==> config.mk <==
export PLATFORM = sky130hd
export DESIGN_NAME = add_share_arbiter
export DESIGN_NICKNAME = d
export VERILOG_FILES = /design/src/rtl/add_share_pkg.sv /design/src/rtl/add_share_arbiter_rr_pick.sv /design/src/rtl/add_share_arbiter.sv
export SDC_FILE = /design/constraint.sdc
export NUM_CORES = 1
export LEC_CHECK = 0
export CORE_UTILIZATION = 30
export DETAILED_ROUTE_END_ITERATION = 10
export HOLD_SLACK_MARGIN = 0.02
export PLACE_DENSITY = 0.71
export SETUP_SLACK_MARGIN = 0.2
export SYNTH_ARGS = -nofsm -noshare
export SYNTH_HDL_FRONTEND = slang
export SYNTH_SLANG_ARGS = --single-unit
==> constraint.sdc <==
create_clock -name clk -period 4.13 [get_ports clk]
set_input_delay 0.826 -clock clk [delete_from_list [all_inputs] [get_ports clk]]
set_output_delay 0.826 -clock clk [all_outputs]
set_load 0.03 [all_outputs]
==> src/rtl/add_share_pkg.sv <==
// Shared types and helpers for the add_share_arbiter slice.
package add_share_pkg;

    typedef enum logic {
        IDLE = 1'b0,
        LOCK = 1'b1
    } state_t;

    // Index width for a requester count; a single requester still gets one bit.
    function automatic int idw(input int n);
        return (n <= 1) ? 1 : $clog2(n);
    endfunction

endpackage

==> src/rtl/add_share_arbiter_rr_pick.sv <==
// Combinational round-robin picker: first valid requester at or after i_ptr, wrapping.
module rr_pick
    import add_share_pkg::*;
#(
    parameter int NREQ = 2,
    localparam int IDW = idw(NREQ)
) (
    input  logic [NREQ-1:0] i_valid,
    input  logic [IDW-1:0]  i_ptr,
    output logic [NREQ-1:0] o_grant,
    output logic [IDW-1:0]  o_idx,
    output logic            o_any
);

    logic           w_found;
    logic [IDW-1:0] w_j;

    always_comb begin
        o_grant = '0;
        o_idx   = '0;
        w_found = 1'b0;
        w_j     = '0;
        for (int k = 0; k < NREQ; k++) begin
            w_j = IDW'((int'(i_ptr) + k) % NREQ);
            if (!w_found && i_valid[w_j]) begin
                w_found    = 1'b1;
                o_grant[w_j] = 1'b1;
                o_idx      = w_j;
            end
        end
        o_any = w_found;
    end

endmodule

==> src/rtl/add_share_arbiter.sv <==
// Round-robin shared WIDTH-bit adder with multi-word carry chaining and a registered result stage.
// Optional build macro ADD_SHARE_SUB_EN adds per-requester subtract (port req_sub).
module add_share_arbiter
    import add_share_pkg::*;
#(
    parameter int NREQ  = 2,
    parameter int WIDTH = 32,
    localparam int IDW  = idw(NREQ)
) (
    input  logic                  clk,
    input  logic                  rst_n,
    input  logic [NREQ-1:0]       req_valid,
    output logic [NREQ-1:0]       req_ready,
    input  logic [NREQ*WIDTH-1:0] req_a,
    input  logic [NREQ*WIDTH-1:0] req_b,
    input  logic [NREQ-1:0]       req_last,
`ifdef ADD_SHARE_SUB_EN
    input  logic [NREQ-1:0]       req_sub,
`endif
    output logic                  rsp_valid,
    input  logic                  rsp_ready,
    output logic [WIDTH-1:0]      rsp_sum,
    output logic                  rsp_cout,
    output logic [IDW-1:0]        rsp_id,
    output logic                  rsp_last
);

    state_t           r_state;
    logic [IDW-1:0]   r_rr_ptr;
    logic [IDW-1:0]   r_owner;
    logic             r_carry;
    logic             r_rsp_valid;
    logic [WIDTH-1:0] r_rsp_sum;
    logic             r_rsp_cout;
    logic [IDW-1:0]   r_rsp_id;
    logic             r_rsp_last;

    logic [NREQ-1:0]  w_owner_oh;
    logic [NREQ-1:0]  w_elig;
    logic [IDW-1:0]   w_ptr;
    logic [NREQ-1:0]  w_grant;
    logic [IDW-1:0]   w_idx;
    logic             w_any;
    logic             w_can_take;
    logic             w_accept;
    logic [WIDTH-1:0] w_a;
    logic [WIDTH-1:0] w_b;
    logic             w_last;
    logic             w_sub;
    logic             w_cin;
    logic [WIDTH-1:0] w_b_eff;
    logic [WIDTH-1:0] w_sum;
    logic             w_cout;

    function automatic logic [IDW-1:0] f_next(input logic [IDW-1:0] idx);
        if (idx == IDW'(NREQ - 1)) return '0;
        return idx + IDW'(1);
    endfunction

    always_comb begin
        w_owner_oh = '0;
        for (int i = 0; i < NREQ; i++) begin
            w_owner_oh[i] = (r_owner == IDW'(i));
        end
    end

    // While locked only the owner is eligible; the picker then trivially selects it.
    assign w_elig = (r_state == LOCK) ? (req_valid & w_owner_oh) : req_valid;
    assign w_ptr  = (r_state == LOCK) ? r_owner : r_rr_ptr;

    rr_pick #(
        .NREQ (NREQ)
    ) u_pick (
        .i_valid (w_elig),
        .i_ptr   (w_ptr),
        .o_grant (w_grant),
        .o_idx   (w_idx),
        .o_any   (w_any)
    );

    assign w_can_take = !r_rsp_valid || rsp_ready;
    assign w_accept   = w_any && w_can_take;
    assign req_ready  = w_grant & {NREQ{w_accept & rst_n}};

    always_comb begin
        w_a    = '0;
        w_b    = '0;
        w_last = 1'b0;
        for (int i = 0; i < NREQ; i++) begin
            if (w_idx == IDW'(i)) begin
                w_a    = req_a[i*WIDTH +: WIDTH];
                w_b    = req_b[i*WIDTH +: WIDTH];
                w_last = req_last[i];
            end
        end
    end

`ifdef ADD_SHARE_SUB_EN
    logic r_sub;
    logic w_sub_in;

    always_comb begin
        w_sub_in = 1'b0;
        for (int i = 0; i < NREQ; i++) begin
            if (w_idx == IDW'(i)) w_sub_in = req_sub[i];
        end
    end

    // Subtract mode is latched on the first word and held for the whole lock.
    assign w_sub = (r_state == LOCK) ? r_sub : w_sub_in;

    always_ff @(posedge clk or negedge rst_n) begin
        if (!rst_n) begin
            r_sub <= 1'b0;
        end else if (w_accept && r_state == IDLE) begin
            r_sub <= w_sub_in;
        end
    end
`else
    assign w_sub = 1'b0;
`endif

    // First word of a subtract injects the +1 of the two's complement.
    assign w_cin   = (r_state == LOCK) ? r_carry : w_sub;
    assign w_b_eff = w_sub ? ~w_b : w_b;
    assign {w_cout, w_sum} = {1'b0, w_a} + {1'b0, w_b_eff} + {{WIDTH{1'b0}}, w_cin};

    always_ff @(posedge clk or negedge rst_n) begin
        if (!rst_n) begin
            r_state     <= IDLE;
            r_rr_ptr    <= '0;
            r_owner     <= '0;
            r_carry     <= 1'b0;
            r_rsp_valid <= 1'b0;
            r_rsp_sum   <= '0;
            r_rsp_cout  <= 1'b0;
            r_rsp_id    <= '0;
            r_rsp_last  <= 1'b0;
        end else begin
            if (w_accept) begin
                r_carry     <= w_cout;
                r_rsp_valid <= 1'b1;
                r_rsp_sum   <= w_sum;
                r_rsp_cout  <= w_cout;
                r_rsp_id    <= w_idx;
                r_rsp_last  <= w_last;
                case (r_state)
                    IDLE: begin
                        if (w_last) begin
                            r_rr_ptr <= f_next(w_idx);
                        end else begin
                            r_state <= LOCK;
                            r_owner <= w_idx;
                        end
                    end
                    LOCK: begin
                        if (w_last) begin
                            r_state  <= IDLE;
                            r_rr_ptr <= f_next(r_owner);
                        end
                    end
                    default: r_state <= IDLE;
                endcase
            end else if (rsp_ready) begin
                r_rsp_valid <= 1'b0;
            end
        end
    end

    assign rsp_valid = r_rsp_valid;
    assign rsp_sum   = r_rsp_sum;
    assign rsp_cout  = r_rsp_cout;
    assign rsp_id    = r_rsp_id;
    assign rsp_last  = r_rsp_last;

endmodule

==> Word-level counts from Yosys, hierarchy flattened <==
Cells that the tools add are included.
{ "classes": {"magnitude_cmp": 4, "multipliers": 0, "div": 0, "mux": 38, "bitwise_logic": 7, "n_shift": 0, "reduce_logical": 10, "n_eq_ne": 2, "addsub": 5} }
{ "op_table": {"columns": ["operator", "count"], "rows": [
  ["$mux 32", 2],
  ["$add 32x32->33", 1],
  ["$add 33x1->33", 1],
  ["$mux 1", 30],
  ["$mux 2", 3],
  ["$reduce_and 3->1", 2],
  ["$and 2x2->2", 2],
  ["$logic_and 1x1->1", 4],
  ["$lt 1x2->1 const B", 2],
  ["$add 1x1->1 const B", 3],
  ["$not 1->1", 3],
  ["$demux 1 s1", 2],
  ["$ge 1x1->1 const B", 2],
  ["$logic_not 1->1", 2],
  ["$ne 2x1->1 const B", 1],
  ["$ne 2x2->1 const B", 1],
  ["$or 2x2->2", 1],
  ["$pmux 1 s2", 1],
  ["$reduce_bool 2->1", 1],
  ["$and 1x1->1", 1],
  ["$logic_or 1x1->1", 1]
]} }
{ "totals": {"out_inout_bits": 38, "ram_bits": 0, "rom_bits": 0, "mem_count": 0, "latch_bits": 0, "regBits": 39, "input_bits": 135} }

==> Depth between registers and ports, before layout <==
Gate-level depths: netlist of run 1.
{ "logic_depth": {"depth_word": 16, "ltp_mapped": 15, "mapped_depth_nobuf": 13} }

==> Modules after synthesis <==
A second synthesis of run 1 with hierarchy kept.
{ "unflattened": {"cells_unflattened": 479, "area_unflattened_um2": 4066.4} }
{ "by_module_without_submodules": {"columns": ["module", "seq_area_each_um2", "instances", "area_each_um2", "cells_per_inst"], "rows": [
  ["add_share_arbiter", 975.9, 1, 4033.9, 474],
  ["rr_pick", 0.0, 1, 32.5, 5]
]} }

==> Least setup slack after synthesis of run 1 <==
No wires, ideal clock.
{ "synth_path": {"path_type": "input to register", "startpoint": "input port req_valid[0]", "endpoint": "register r_rsp_sum[8] (netlist: rsp_sum[8])", "arrival_time_ns": 3.884, "path_buffers": 1, "stages": 14, "path_slack_ns": 0.111, "setup_time_ns": 0.135, "cell_sequence": "nor2b_1 o21ai_0 nand2_1 buf_1 mux2_2 fa_1 fa_1 a21oi_1 nor2_1 a211o_1 a21o_1 a21oi_1 xor2_1 o21ai_0"} }
{ "synth_between": {"elab_chain_cells": 11, "elab_cells_between_ends": 17, "classes_between": "add/sub (2); mux (11); bitwise (1); reduce/logical (3)"} }
{ "synth_lines": {"columns": ["element", "line", "source"], "rows": [
  ["start: declaration", "add_share_arbiter.sv:12", "input logic [NREQ-1:0] req_valid,"],
  ["$and 2x2->2", "add_share_arbiter.sv:68", "assign w_elig = (r_state == LOCK) ? (req_valid & w_owner_oh) : req_valid;"],
  ["$mux 2 *", "add_share_arbiter.sv:68", null],
  ["$mux 1 (not written as such) (2 in a row)", "add_share_arbiter_rr_pick.sv:25", "if (!w_found && i_valid[w_j]) begin"],
  ["$mux 1", "add_share_arbiter_rr_pick.sv:25", null],
  ["$logic_not 1->1", "add_share_arbiter_rr_pick.sv:25", null],
  ["$logic_and 1x1->1", "add_share_arbiter_rr_pick.sv:25", null],
  ["$mux 1", "add_share_arbiter_rr_pick.sv:25", null],
  ["$mux 32", "add_share_arbiter.sv:90", "if (w_idx == IDW'(i)) begin"],
  ["$add 32x32->33", "add_share_arbiter.sv:126", "assign {w_cout, w_sum} = {1'b0, w_a} + {1'b0, w_b_eff} + {{WIDTH{1'b0}}, w_cin};"],
  ["$add 33x1->33", "add_share_arbiter.sv:126", null],
  ["end signal: assignment", "add_share_arbiter.sv:143", "r_rsp_sum <= w_sum;"],
  ["end: declaration", "add_share_arbiter.sv:33", "logic [WIDTH-1:0] r_rsp_sum;"]
]} }
Mark *: on every way between the ends. The rest lies on a longest branch, timed or not. The select of a mux whose other input is x is not followed.
A chain may end at the register's enable or synchronous reset.

==> Worst setup path in the final report of run 1 <==
{ "layout_path": {"startpoint": "input port req_valid[0]", "endpoint": "register r_rsp_sum[28] (netlist: rsp_sum[28])"} }
Same word-level chain as after synthesis.

==> implementation parameters, run 1 <==
Parameter                              Value

Floorplanning
  Full die area ... roughly 0.014 mm2
  # rows ... 41
  Die Ht ... ~120 um
  Die width ... 118 um
  Area inside the core boundary ... around 0.013 mm2
  Initial Utilization ... a little under a third
  Number of primary I/O pins ... 173

Detailed routing
  Violation count after the first detailed-routing iteration ... around 160
  Detail Route Antenna Nets ... 0
  Via count ... 4,256
  First-pass iteration count of the detailed router ... 5
  Post-Route WL ... roughly 13,000 um
  Via density per instance ... around 5.0
  Routed WL per cell ... ~15 um
  Number of design rule violations left after detail routing ... 0

Synth
  Number of warnings printed during yosys synthesis ... 0
  Number of register bits inferred by synthesis ... 39
  Average instance area after synthesis ... 8.87 um2
  FFs w/ async S/R, synth ... 100%
  Dominant cell type by area after synthesis ... sky130_fd_sc_hd__dfrtp_1
  Net Count, Synth ... 621
  Cells taking the most area after synthesis ... sky130_fd_sc_hd__dfrtp_1, sky130_fd_sc_hd__mux2_2, sky130_fd_sc_hd__ha_1
  Area fraction of the dominant cell type after synthesis ... between 20% and 30%
  Netlist Area Pre-Place ... 0.00402 mm2
  Share of the yosys chip area belonging to registers ... roughly a quarter
  Synth cell types ... 57
  Syn Inst Count ... between 400 and 500
  Top FF cell, synth ... sky130_fd_sc_hd__dfrtp_1
  Post-synth EDFFs ... 0

Clock network
  Post-cts hold buffer count ... 0
  Clock root cell ... sky130_fd_sc_hd__clkbuf_16
  Maximum count of clock buffers along a single path ... 2
  Clock transition at the register clock pins on the worst setup and hold paths after CTS ... roughly 0.06 ns
  CTS H-tree depth ... 2
  Clock latency reported for the late side of the worst-skew pair ... 0.28 ns
  Number of CTS-inserted buffers ... 5
  Clk sink count ... 39
  CTS tree ... built

Setup path
  CP Launch Type ... input pin
  Slowest-stage cell, CP ... sky130_fd_sc_hd__fa_2
  Delay contributed by the slowest stage of the critical path ... around 0.4 ns
  Crit path cell chain ... dlymetal6s2s_1 > nor2b_4 > o21ai_1 > nand2_4 > buf_6 > mux2_2 > fa_2 > fa_2 > a21oi_2 > nor2_2 > o221ai_2 > a21oi_2 > o21ba_4 > or2_1 > o211ai_1
  Timing startpoint of the critical path ... req_valid[0]
  Highest fanout seen on the critical path ... 5
  WS Path Type ... in2reg
  Data required time of the worst path ... roughly 4.3 ns
  Element type at the critical path end ... flop
  Arrival time at the worst endpoint ... between 3 and 4 ns
  Reg-to-Reg Start ... r_state

STA
  Hold violation count in the final report ... 0
  Worst slew pin tran ... 0.529 ns
  Number of slew-limit violations in the final report ... 0
  Number of endpoints failing setup at the final stage ... 0
  Min Clock Period, post-route ... roughly 3.7 ns
  Fin Hold WS ... approximately 0.48 ns
  Setup skew after layout ... about 0.0053 ns
  Period Utilization, post-route ... around 90%
  Fin Setup TNS ... 0 ns
  Unrepaired setup endpoints after global routing ... no
  Fmax ... around 270 MHz
  Relative slew slack ... around 64%

Cells and area
  Antenna cell count ... 0
  Fraction of layout cells with a size suffix above 1 ... 26.0%
  Relative area change from synthesis to final layout ... 65.0%
  Fill count ... around 1.2k
  Post-Layout Cell Count ... between 800 and 900
  Utilization after layout ... 51.7%
  Area occupied by multi-input gates ... 0.00300 mm2
  Final net count ... 851
  Flip-flop and latch area ... 976 um2

Pwr
  Power Density ... about 630 mW/mm2
  Maximum VDD drop ... about 0.00023 V
  LEAKAGE ... around 2.8 nW

Global routing
  Wire length of the first global-routing pass ... approximately 21,000 um
  Total GRT Usage ... 18.1%
  Vias in the first global route ... about 4.4k
  Antenna violations before repair ... 0
  Sum of overflow across all layers after global routing ... 0
  Largest net degree at the start of global routing ... 40

Place
  DPL Wire Length ... ~10,000 um
  Placed Cells ... around 840
  Routability Congestion ... approximately 0.9
  Port Buffer Count ... about 170

Hold path
  Classification of the worst-slack hold path ... reg2reg
  Worst Min Path Start ... rsp_sum[15]

Status
  Result of the run ... finished, final reports clean

Run
  Max-Cap Viols ... 0
## registers in the layout, indices dropped and copies added (netlist names)
name,cells
rsp_last,1
rsp_valid,1
rsp_sum,32
rsp_id,1
r_state,1
r_owner,1
r_rr_ptr,1
rsp_cout,1
## critical path: cells and delay by family
family                   cells  cell delay [ns]
multiplexers                 1             0.28
AO/OA/AOI/OAI                6             1.20
buffers and inverters        2             0.26
adder cells (fa/ha/maj)      2             0.80
AND/OR/NAND/NOR              4             0.52
## metal layers
metal | wire (um) | up-vias | GRT usage (%)
met2 | 6380 | 136 | 32.0
li1 | - | 2126 | -
met3 | 716 | 12 | 2.66
met4 | 177 | 0 | 5.13
met1 | 5520 | 1982 | 22.6
met5 | 0 | - | 0
## synth_stat cells (all sizes together) (2+ instances only)
| master | count |
|---|---|
| mux2i | 2 |
| nor2 | 22 |
| nand2 | 67 |
| nor2b | 5 |
| o21ai | 34 |
| nand3 | 11 |
| mux2 | 65 |
| and2 | 7 |
| nor3 | 8 |
| nand4 | 6 |
| fa | 2 |
| o2111ai | 2 |
| or2 | 2 |
| xor2 | 7 |
| nand2b | 2 |
| a21boi | 5 |
| o21a | 9 |
| a21oi | 31 |
| a211o | 4 |
| buf | 8 |
| dfrtp | 39 |
| o21bai | 6 |
| and3 | 5 |
| a21o | 12 |
| ha | 31 |
| o31ai | 14 |
| clkbuf | 9 |
| a211oi | 4 |
| o211ai | 6 |
| xnor2 | 9 |
| inv | 6 |
## path summary, 6_finish.rpt
path                       depth (start not counted)  slack [ns]     endpoint
hold / removal                                     2        0.48  rsp_sum[15]
max in group asynchronous                          2        3.04   rsp_sum[5]
setup / recovery                                  15        0.43  rsp_sum[28]
setup reg to reg                                  14        0.68  rsp_sum[28]
hold reg to reg                                    2        0.48  rsp_sum[15]
min in group asynchronous                          2        0.72  rsp_sum[20]
## area by class of cell
| cell class | count | share of cell area (%) |
|---|---|---|
| inverters | 6 | 0.339 |
| multi-input cells | 391 | 45.2 |
| clock inverters | 3 | 0.226 |
| well taps | 172 | 3.24 |
| flip-flops and latches | 39 | 14.7 |
| clock buffers | 5 | 1.89 |
| repair buffers | 240 | 34.4 |
## logic make-up (layout without fill, tap and decap cells)
| group | Yosys count | after routing | synth area share (%) |
|---|---|---|---|
| compound gates | 133 | 133 | 23.1 |
| xor+xnor | 16 | 16 | 3.49 |
| fa+ha+maj | 33 | 33 | 10.6 |
| buf+inv | 23 | 254 | 3.17 |
| flops | 39 | 39 | 24.3 |
| mux | 67 | 67 | 18.7 |
| simple gates | 142 | 142 | 16.7 |
## stage by stage
step	total power, W	worst slack (ns)	area [um2]
4_1_cts	0.00413	0.204	6540
6_report	0.00417	0.427	6630
5_1_grt	0.00448	0.309	6630
2_1_floorplan	0.00253	0.262	4020
3_5_place_dp	0.00369	-0.218	6340
3_3_place_gp	0.00363	-0.161	6340
## cell usage in the layout, fill, tap and decap left out, drive strengths merged, types with 7 or more instances in the layout
cell	n
clkdlybuf4s50	169
buf	68
nand2	67
mux2	65
dfrtp	39
o21ai	34
ha	31
a21oi	31
nor2	22
o31ai	14
a21o	12
nand3	11
o21a	9
xnor2	9
nor3	8
xor2	7
and2	7
## repair_timing
action	4_1_cts	5_1_grt
setup endpoints to repair	16	21
gates resized for setup	13	14
pin swaps	6	13
buffers inserted	1	3
gates cloned	0	1
## power breakdown
group | leakage, nW | internal, W | total (W) | switching [W]
registers | 0.473 | 0.000574 | 0.000697 | 0.000123
logic | 2.29 | 0.00150 | 0.00310 | 0.00160
clock network | 0.0733 | 0.000220 | 0.000377 | 0.000156
No activity file was read; power rests on OpenSTA's default activity.
==> run 2, diff against run 1 <==
--- a/config.mk
+++ b/config.mk
@@ -12,4 +12,5 @@
 export SETUP_SLACK_MARGIN = 0.2
 export SYNTH_ARGS = -nofsm -noshare
 export SYNTH_HDL_FRONTEND = slang
+export SYNTH_HIERARCHICAL = 1
 export SYNTH_SLANG_ARGS = --single-unit
==> constraint.sdc (replaced) <==
create_clock -name clk -period 4.13 [get_ports clk]
set_input_delay 0.826 -clock clk [delete_from_list [all_inputs] [get_ports clk]]
set_output_delay 0.826 -clock clk [all_outputs]
set_load 0.02 [all_outputs]
==> run 2 against run 1 <==
Compared with the run above: combinational power increased by 7.1%; wire length rose by 4.6%; maximum frequency down 3.8%; critical path type unchanged; critical endpoint is now rsp_sum[26].
==> implementation parameters, run 2 <==
Parameter                              Value

Floorplanning
  Full die area ... 0.0140 mm2 (+1.1%)
  Area inside the core boundary ... 0.0132 mm2 (+3.3%)
  Die width ... 118 um (+0.56%)
  Die Ht ... 118 um (+0.56%)
  Initial Utilization ... 30.7% (-0.64 points)
  Number of primary I/O pins ... 173 (unchanged)
  # rows ... 42 (+2.4%)

Synth
  Net Count, Synth ... 647 (+4.2%)
  FFs w/ async S/R, synth ... 100% (unchanged)
  Fraction of the mapped netlist area in adder cells ... 10.5% (-0.12 points)
  Synth cell types ... 56 (-1.8%)
  Syn Inst Count ... 479 (+5.7%)
  Post-synth EDFFs ... 0 (unchanged)
  Share of the yosys chip area belonging to registers ... 24.0% (-0.28 points)
  Post-synthesis compound-gate area fraction ... 21.5% (-1.5 points)
  Netlist Area Pre-Place ... 0.00407 mm2 (+1.2%)
  Number of register bits inferred by synthesis ... 39 (unchanged)
  List of most frequent post-synthesis cells ... sky130_fd_sc_hd__mux2_2, sky130_fd_sc_hd__nand2_1, sky130_fd_sc_hd__dfrtp_1
  Average instance area after synthesis ... 8.49 um2 (-4.3%)
  Cells taking the most area after synthesis ... sky130_fd_sc_hd__dfrtp_1, sky130_fd_sc_hd__mux2_2, sky130_fd_sc_hd__ha_1
  Number of warnings printed during yosys synthesis ... 6 (+6)
  Post-synthesis share of cell area spent on xor and xnor gates ... 4.52% (+1.0 points)
  Dominant cell type by area after synthesis ... sky130_fd_sc_hd__dfrtp_1
  Main combinational cell family by area after synthesis ... compound AO/OA/AOI/OAI gates
  Top FF cell, synth ... sky130_fd_sc_hd__dfrtp_1
  Share of cell area taken by muxes after synthesis ... 19.5% (+0.77 points)
  Area fraction of the dominant cell type after synthesis ... 24.0% (-0.28 points)
  Synthesized-area fraction occupied by and/or/nand/nor cells ... 16.5% (-0.19 points)

STA
  Hold violation count in the final report ... 0 (unchanged)
  Relative slew slack ... 69.8% (+5.4 points)
  Number of endpoints failing setup at the final stage ... 0 (unchanged)
  Min Clock Period, post-route ... 3.85 ns (+0.145 ns)
  Setup skew after layout ... 0.00426 ns (-0.00104 ns)
  Number of slew-limit violations in the final report ... 0 (unchanged)
  Unrepaired setup endpoints after global routing ... yes
  Period Utilization, post-route ... 93.2% (+3.5 points)
  Worst slew pin tran ... 0.453 ns (-0.0761 ns)
  Fmax ... 260 MHz (-3.8%)

Global routing
  Vias in the first global route ... 4,754 (+8.8%)
  Most utilized layer in the global route result ... met2
  Global routing usage on met3 ... 2.17% (-0.49 points)
  Met1 global-route usage ... 23.2% (+0.64 points)
  Sum of overflow across all layers after global routing ... 0 (unchanged)
  Antenna violations before repair ... 0 (unchanged)
  Largest net degree at the start of global routing ... 33 (-18%)
  Total GRT Usage ... 19.0% (+0.88 points)
  Wire length of the first global-routing pass ... 21,700 um (+5.0%)
  Global routing usage on met2 ... 35.5% (+3.5 points)

Clock network
  Clk sink count ... 39 (unchanged)
  Clock latency reported for the late side of the worst-skew pair ... 0.28 ns (about the same)
  Maximum count of clock buffers along a single path ... 2 (unchanged)
  Clock root cell ... sky130_fd_sc_hd__clkbuf_16
  Clock transition at the register clock pins on the worst setup and hold paths after CTS ... 0.06 ns (about the same)
  CTS H-tree depth ... 2 (unchanged)
  Post-cts hold buffer count ... 0 (unchanged)
  CTS tree ... built
  Number of CTS-inserted buffers ... 5 (unchanged)

Place
  Routability Congestion ... 0.914 (+2.2%)
  Area after DPL ... 0.00676 mm2 (+6.6%)
  DPL Wire Length ... 11,100 um (+5.7%)
  Placed Cells ... 906 (+7.5%)
  Port Buffer Count ... 172 (unchanged)

Setup path
  Arrival time at the worst endpoint ... 4.01 ns (+0.11 ns)
  Dominant delay contributor by cell family on the critical path ... compound AO/OA/AOI/OAI gates
  Data required time of the worst path ... 4.29 ns (-0.04 ns)
  Crit path cell chain ... clkbuf_2 > a21boi_2 > buf_4 > a21boi_4 > buf_4 > mux2i_2 > fa_2 > inv_2 > fa_2 > a21o_1 > a221o_1 > a21oi_4 > o311ai_4 > buf_6 > a221oi_4 > xor2_1 > o21ai_1
  WS Path Type ... in2reg
  Path depth of the worst reg2reg path ... 16 (+2)
  Highest fanout seen on the critical path ... 4 (-1)
  Delay contributed by the slowest stage of the critical path ... 0.38 ns (-0.03 ns)
  Worst path buffer plus inverter count ... 5 (+3)
  Capturing point of the worst reg2reg path ... rsp_sum[26]
  Reg-to-Reg Start ... r_state
  Slowest-stage cell, CP ... sky130_fd_sc_hd__a221o_1
  Register-to-register setup slack ... 0.37 ns (-0.31 ns)
  Element type at the critical path end ... flop
  CP Launch Type ... input pin

Cells and area
  Antenna cell count ... 0 (unchanged)
  Post-Layout Cell Count ... 920 (+7.5%)
  Total non-filler cell area in the finished layout ... 0.00706 mm2 (+6.5%)
  Final net count ... 911 (+7.1%)
  Relative area change from synthesis to final layout ... 73.7%
  Commonest cells after routing, fill and taps aside ... sky130_fd_sc_hd__clkdlybuf4s50_1, sky130_fd_sc_hd__buf_4, sky130_fd_sc_hd__mux2_2, sky130_fd_sc_hd__nand2_1, sky130_fd_sc_hd__dfrtp_1
  Largest register FFs ... 32 (unchanged)
  Most common library cell in the layout ignoring fill and taps ... sky130_fd_sc_hd__clkdlybuf4s50_1
  Fraction of layout cells with a size suffix above 1 ... 29.3% (+3.3 points)

Detailed routing
  Violation count after the first detailed-routing iteration ... 169 (+7.0%)
  Detail Route Antenna Nets ... 0 (unchanged)
  Via density per instance ... 4.95 (-0.42%)
  Routed WL per cell ... 14.5 um (-2.7%)
  Number of design rule violations left after detail routing ... 0 (unchanged)
  Post-Route WL ... 13,400 um (+4.6%)
  First-pass iteration count of the detailed router ... 4 (-1)
  Via count ... 4,555 (+7.0%)

Hold path
  Classification of the worst-slack hold path ... in2async

Run
  Max-Cap Viols ... 0 (unchanged)

Pwr
  LEAKAGE ... 3.03 nW (+6.9%)
  Power Density ... 634 mW/mm2 (+0.75%)
  Maximum VDD drop ... 0.000215 V (-6.1%)

Status
  Result of the run ... finished, final reports clean
==> run 2: cell count changes after synthesis, sizes merged, moves of 5 or more <==
| cell | delta |
|---|---|
| and2 | -5 |
| clkbuf | +10 |
| o21ai | +10 |
| o21bai | -5 |
| o31ai | -9 |
==> run 2: worst max path at each step <==
stage / start / end / slack, ns / cells after the start
finish: req_valid[0] / rsp_sum[26] / 0.28 / 17
global placement: req_valid[1] / rsp_sum[29] / -0.46 / 16
CTS: req_valid[0] / rsp_sum[26] / 0.21 / 17
floorplan: req_valid[1] / rsp_cout / 0.20 / 15
global route: req_valid[0] / rsp_sum[26] / 0.14 / 17
detailed placement: req_valid[1] / rsp_sum[29] / -0.52 / 14
==> run 2: metal layers <==
layer  vias up  wire length [um]
met5         -                 0
met4         0               142
met3        11               509
met2       114              6820
met1      2146              5900
li1       2284                 -
==> run 2: area by class of cell <==
type / count / area (um2)
clock buffer: 5 / 125
clock inverter: 3 / 43.8
fill: 1263 / 6180
inverter: 10 / 37.5
multi-input combinational: 403 / 3080
sequential: 39 / 976
tap: 176 / 220
timing repair buffer: 284 / 2580
==> run 2: worst reg2reg max path, stage by stage (launching register included) <==
cell,delay (ns)
sky130_fd_sc_hd__dfrtp_1,0.52
sky130_fd_sc_hd__mux2_2,0.39
sky130_fd_sc_hd__inv_1,0.11
sky130_fd_sc_hd__a21boi_4,0.09
sky130_fd_sc_hd__buf_4,0.14
sky130_fd_sc_hd__mux2i_2,0.18
sky130_fd_sc_hd__fa_2,0.24
sky130_fd_sc_hd__inv_2,0.04
sky130_fd_sc_hd__fa_2,0.34
sky130_fd_sc_hd__a21o_1,0.20
sky130_fd_sc_hd__a221o_1,0.38
sky130_fd_sc_hd__a21oi_4,0.23
sky130_fd_sc_hd__o311ai_4,0.13
sky130_fd_sc_hd__buf_6,0.15
sky130_fd_sc_hd__a221oi_4,0.23
sky130_fd_sc_hd__xor2_1,0.19
sky130_fd_sc_hd__o21ai_1,0.08
==> run 2: per-stage QoR <==
step / power, W / TNS (ns) / hold WS (ns) / utilization (%) / setup WS, ns
after global routing: 0.00481 / 0 / 0.395 / 53.3 / 0.144
final: 0.00447 / 0 / 0.389 / 53.3 / 0.283
after global placement: 0.00385 / -4.58 / 0.457 / 51.0 / -0.460
after CTS: 0.00444 / 0 / 0.389 / 53.0 / 0.207
after floorplan: 0.00248 / 0 / 0.473 / - / 0.204
after detailed placement: 0.00391 / -5.59 / 0.475 / 51.0 / -0.521
==> run 2: kinds of logic (layout without fill, tap and decap cells) <==
kind of cell / Yosys count / count (layout)
flops: 39 / 39
fa+ha+maj: 33 / 33
simple gates: 146 / 146
compound gates: 132 / 132
mux: 71 / 71
buf+inv: 37 / 302
xor+xnor: 21 / 21
==> run 2: what timing repair did <==
action / 4_1_cts / 5_1_grt
pin swaps: 10 / 12
setup buffers: 5 / 1
gates resized for setup: 15 / 13
setup endpoints to repair: 20 / 17
==> run 2: power breakdown <==
part	switching [W]	leakage, nW	internal [W]	total, W
Clock	0.000170	0.0838	0.000285	0.000455
Sequential	0.000126	0.474	0.000572	0.000698
Combinational	0.00160	2.48	0.00172	0.00332
==> run 3, diff against run 2 <==
--- a/config.mk
+++ b/config.mk
@@ -9,7 +9,6 @@
 export DETAILED_ROUTE_END_ITERATION = 10
 export HOLD_SLACK_MARGIN = 0.02
 export PLACE_DENSITY = 0.71
-export SETUP_SLACK_MARGIN = 0.2
 export SYNTH_ARGS = -nofsm -noshare
 export SYNTH_HDL_FRONTEND = slang
 export SYNTH_HIERARCHICAL = 1
==> run 3 against run 2 <==
Compared with the run above: sequential power grew 0.9%; wire length rose by 1.8%; via count up 1.5%; global-route usage grew 0.32 points; sequential share of layout area is 0.44 points lower; final cell count grew 1.6%; highest routed layer unchanged; critical endpoint is now rsp_sum[24]; worst hold slack got worse by 0.0094 ns; design area is 3.3% higher.
==> implementation parameters, run 3 (synthesized netlist as in run 2, its figures left out) <==
Parameter                              Value

Detailed routing
  First-pass iteration count of the detailed router ... 4 (unchanged)
  Routed WL per cell ... 14.6 um (+0.15%)
  Via count ... 4,624 (+1.5%)
  Violation count after the first detailed-routing iteration ... 179 (+5.9%)
  Number of design rule violations left after detail routing ... 0 (unchanged)
  Via density per instance ... 4.95 (-0.11%)
  Detail Route Antenna Nets ... 0 (unchanged)
  Post-Route WL ... 13,600 um (+1.8%)

Pwr
  Final total power ... 0.00467 W (+4.3%)
  Power Density ... 640 mW/mm2 (+0.94%)
  Maximum VDD drop ... 0.000259 V (+20%)
  LEAKAGE ... 3.14 nW (+3.6%)

Global routing
  Vias in the first global route ... 4,748 (-0.13%)
  Total GRT Usage ... 19.3% (+0.32 points)
  Antenna violations before repair ... 0 (unchanged)
  Wire length of the first global-routing pass ... 22,100 um (+1.8%)
  Sum of overflow across all layers after global routing ... 0 (unchanged)
  Largest net degree at the start of global routing ... 35 (+6.1%)

Place
  Port Buffer Count ... 172 (unchanged)
  DPL Wire Length ... 10,900 um (-1.6%)
  Routability Congestion ... 0.901 (-1.4%)

Setup path
  WS Path Type ... in2reg
  CP Launch Type ... input pin
  Register-to-register setup slack ... 0.34 ns (-0.03 ns)
  Capturing point of the worst reg2reg path ... rsp_sum[24]
  Path depth of the worst reg2reg path ... 17 (+1)
  Element type at the critical path end ... flop
  Data required time of the worst path ... 4.30 ns (about the same)
  Timing startpoint of the critical path ... req_valid[1]
  Reg-to-Reg Start ... r_state
  Critical Path Sink ... rsp_sum[24]
  Highest fanout seen on the critical path ... 16 (+12)
  Arrival time at the worst endpoint ... 4.08 ns (+0.07 ns)

Floorplanning
  Number of primary I/O pins ... 173 (unchanged)
  Die Ht ... 118 um (unchanged)
  Initial Utilization ... 30.7% (unchanged)
  Die width ... 118 um (unchanged)
  Area inside the core boundary ... 0.0132 mm2 (unchanged)
  Full die area ... 0.0140 mm2 (unchanged)
  # rows ... 42 (unchanged)

Cells and area
  Commonest cells after routing, fill and taps aside ... sky130_fd_sc_hd__clkdlybuf4s50_1, sky130_fd_sc_hd__buf_4, sky130_fd_sc_hd__mux2_2, sky130_fd_sc_hd__nand2_1, sky130_fd_sc_hd__dfrtp_1
  Fraction of layout cells with a size suffix above 1 ... 30.4% (+1.1 points)
  Final net count ... 926 (+1.6%)
  Antenna cell count ... 0 (unchanged)
  Relative area change from synthesis to final layout ... 79.4%
  Most common library cell in the layout ignoring fill and taps ... sky130_fd_sc_hd__clkdlybuf4s50_1
  Largest register FFs ... 32 (unchanged)

STA
  Fin Hold WS ... 0.379 ns (-0.00935 ns)
  Number of slew-limit violations in the final report ... 0 (unchanged)
  Worst slew pin tran ... 0.630 ns (+0.177 ns)
  Fmax ... 256 MHz (-1.6%)
  Period Utilization, post-route ... 94.7% (+1.5 points)
  Min Clock Period, post-route ... 3.91 ns (+0.0621 ns)
  Relative slew slack ... 57.9% (-12 points)
  Unrepaired setup endpoints after global routing ... no
  Setup skew after layout ... 0.00603 ns (+0.00177 ns)
  Number of endpoints failing setup at the final stage ... 0 (unchanged)
  Hold violation count in the final report ... 0 (unchanged)

Clock network
  Clk sink count ... 39 (unchanged)
  Number of CTS-inserted buffers ... 5 (unchanged)
  Clock root cell ... sky130_fd_sc_hd__clkbuf_16
  Maximum count of clock buffers along a single path ... 2 (unchanged)
  CTS H-tree depth ... 2 (unchanged)
  CTS tree ... built
  Post-cts hold buffer count ... 0 (unchanged)
  Clock latency reported for the late side of the worst-skew pair ... 0.28 ns (about the same)
  Clock transition at the register clock pins on the worst setup and hold paths after CTS ... 0.06 ns (about the same)

Run
  Max-Cap Viols ... 0 (unchanged)

Status
  Result of the run ... finished, final reports clean

Hold path
  Classification of the worst-slack hold path ... in2async
run 3: cell count changes in the layout (fill, tap and decap cells not counted), sizes merged:
cell | previous run | this run
clkbuf | 7 | 6
dlymetal6s2s | 0 | 1
clkinv | 2 | 0
dlygate4sd2 | 0 | 1
buf | 113 | 128
bufinv | 1 | 2
run 3: what timing repair did:
item,CTS,global route
gates cloned,1,0
endpoints found under the setup margin,18,14
pin swaps,10,13
gates resized for setup,16,24
setup buffers,9,3
run 3: metal layers:
layer,vias to the layer above,track usage [%],routed length [um]
li1,2305,-,-
met1,2174,24.9,6190
met2,130,34.4,6680
met3,15,2.75,583
met4,0,3.24,165
met5,-,0,0
run 3: metrics by stage:
step	worst slack, ns	instances	util, %	area [um2]	TNS [ns]
after CTS	0.0216	932	53.9	7140	0
after detailed placement	-0.576	916	51.3	6800	-8.17
after global placement	-0.478	916	51.3	6800	-5.86
after global routing	0.130	935	55.1	7290	0
final	0.220	935	55.1	7290	0
after floorplan	-0.0909	479	-	4070	-0.0909
run 3: where the power goes:
| group | leakage (nW) | total (W) | switching, W | internal, W |
|---|---|---|---|---|
| Clock | 0.0911 | 0.000497 | 0.000150 | 0.000346 |
| Combinational | 2.58 | 0.00346 | 0.00166 | 0.00181 |
| Sequential | 0.474 | 0.000704 | 0.000131 | 0.000573 |
| Total | 3.14 | 0.00467 | 0.00194 | 0.00273 |
run 3: worst max-delay path: stages:
cell	delay (ns)
sky130_fd_sc_hd__dlygate4sd2_1	0.20
sky130_fd_sc_hd__a21boi_4	0.18
sky130_fd_sc_hd__a21boi_4	0.22
sky130_fd_sc_hd__buf_12	0.17
sky130_fd_sc_hd__buf_12	0.16
sky130_fd_sc_hd__mux2_2	0.35
sky130_fd_sc_hd__ha_1	0.32
sky130_fd_sc_hd__nand3_2	0.15
sky130_fd_sc_hd__nor3_2	0.20
sky130_fd_sc_hd__buf_4	0.14
sky130_fd_sc_hd__a21oi_4	0.07
sky130_fd_sc_hd__buf_6	0.14
sky130_fd_sc_hd__a2111oi_4	0.34
sky130_fd_sc_hd__buf_4	0.18
sky130_fd_sc_hd__nor2_2	0.04
sky130_fd_sc_hd__xnor2_1	0.12
sky130_fd_sc_hd__mux2_2	0.26
run 3: how the worst min path moves through the flow:
stage,depth (start not counted),from,to
after floorplan,2,r_rr_ptr,r_rr_ptr
after global placement,2,rsp_sum[1],rsp_sum[1]
after detailed placement,2,rsp_sum[6],rsp_sum[6]
after CTS,1,rst_n,r_state
after global routing,1,rst_n,r_state
final,1,rst_n,r_state
run 3: cell type report:
type	count	area, um2
fill	1217	5950
tap	176	220
multi-input combinational	403	3140
clock buffer	6	129
timing repair buffer	299	2730
sequential	39	976
clock inverter	2	60.1
inverter	10	37.5
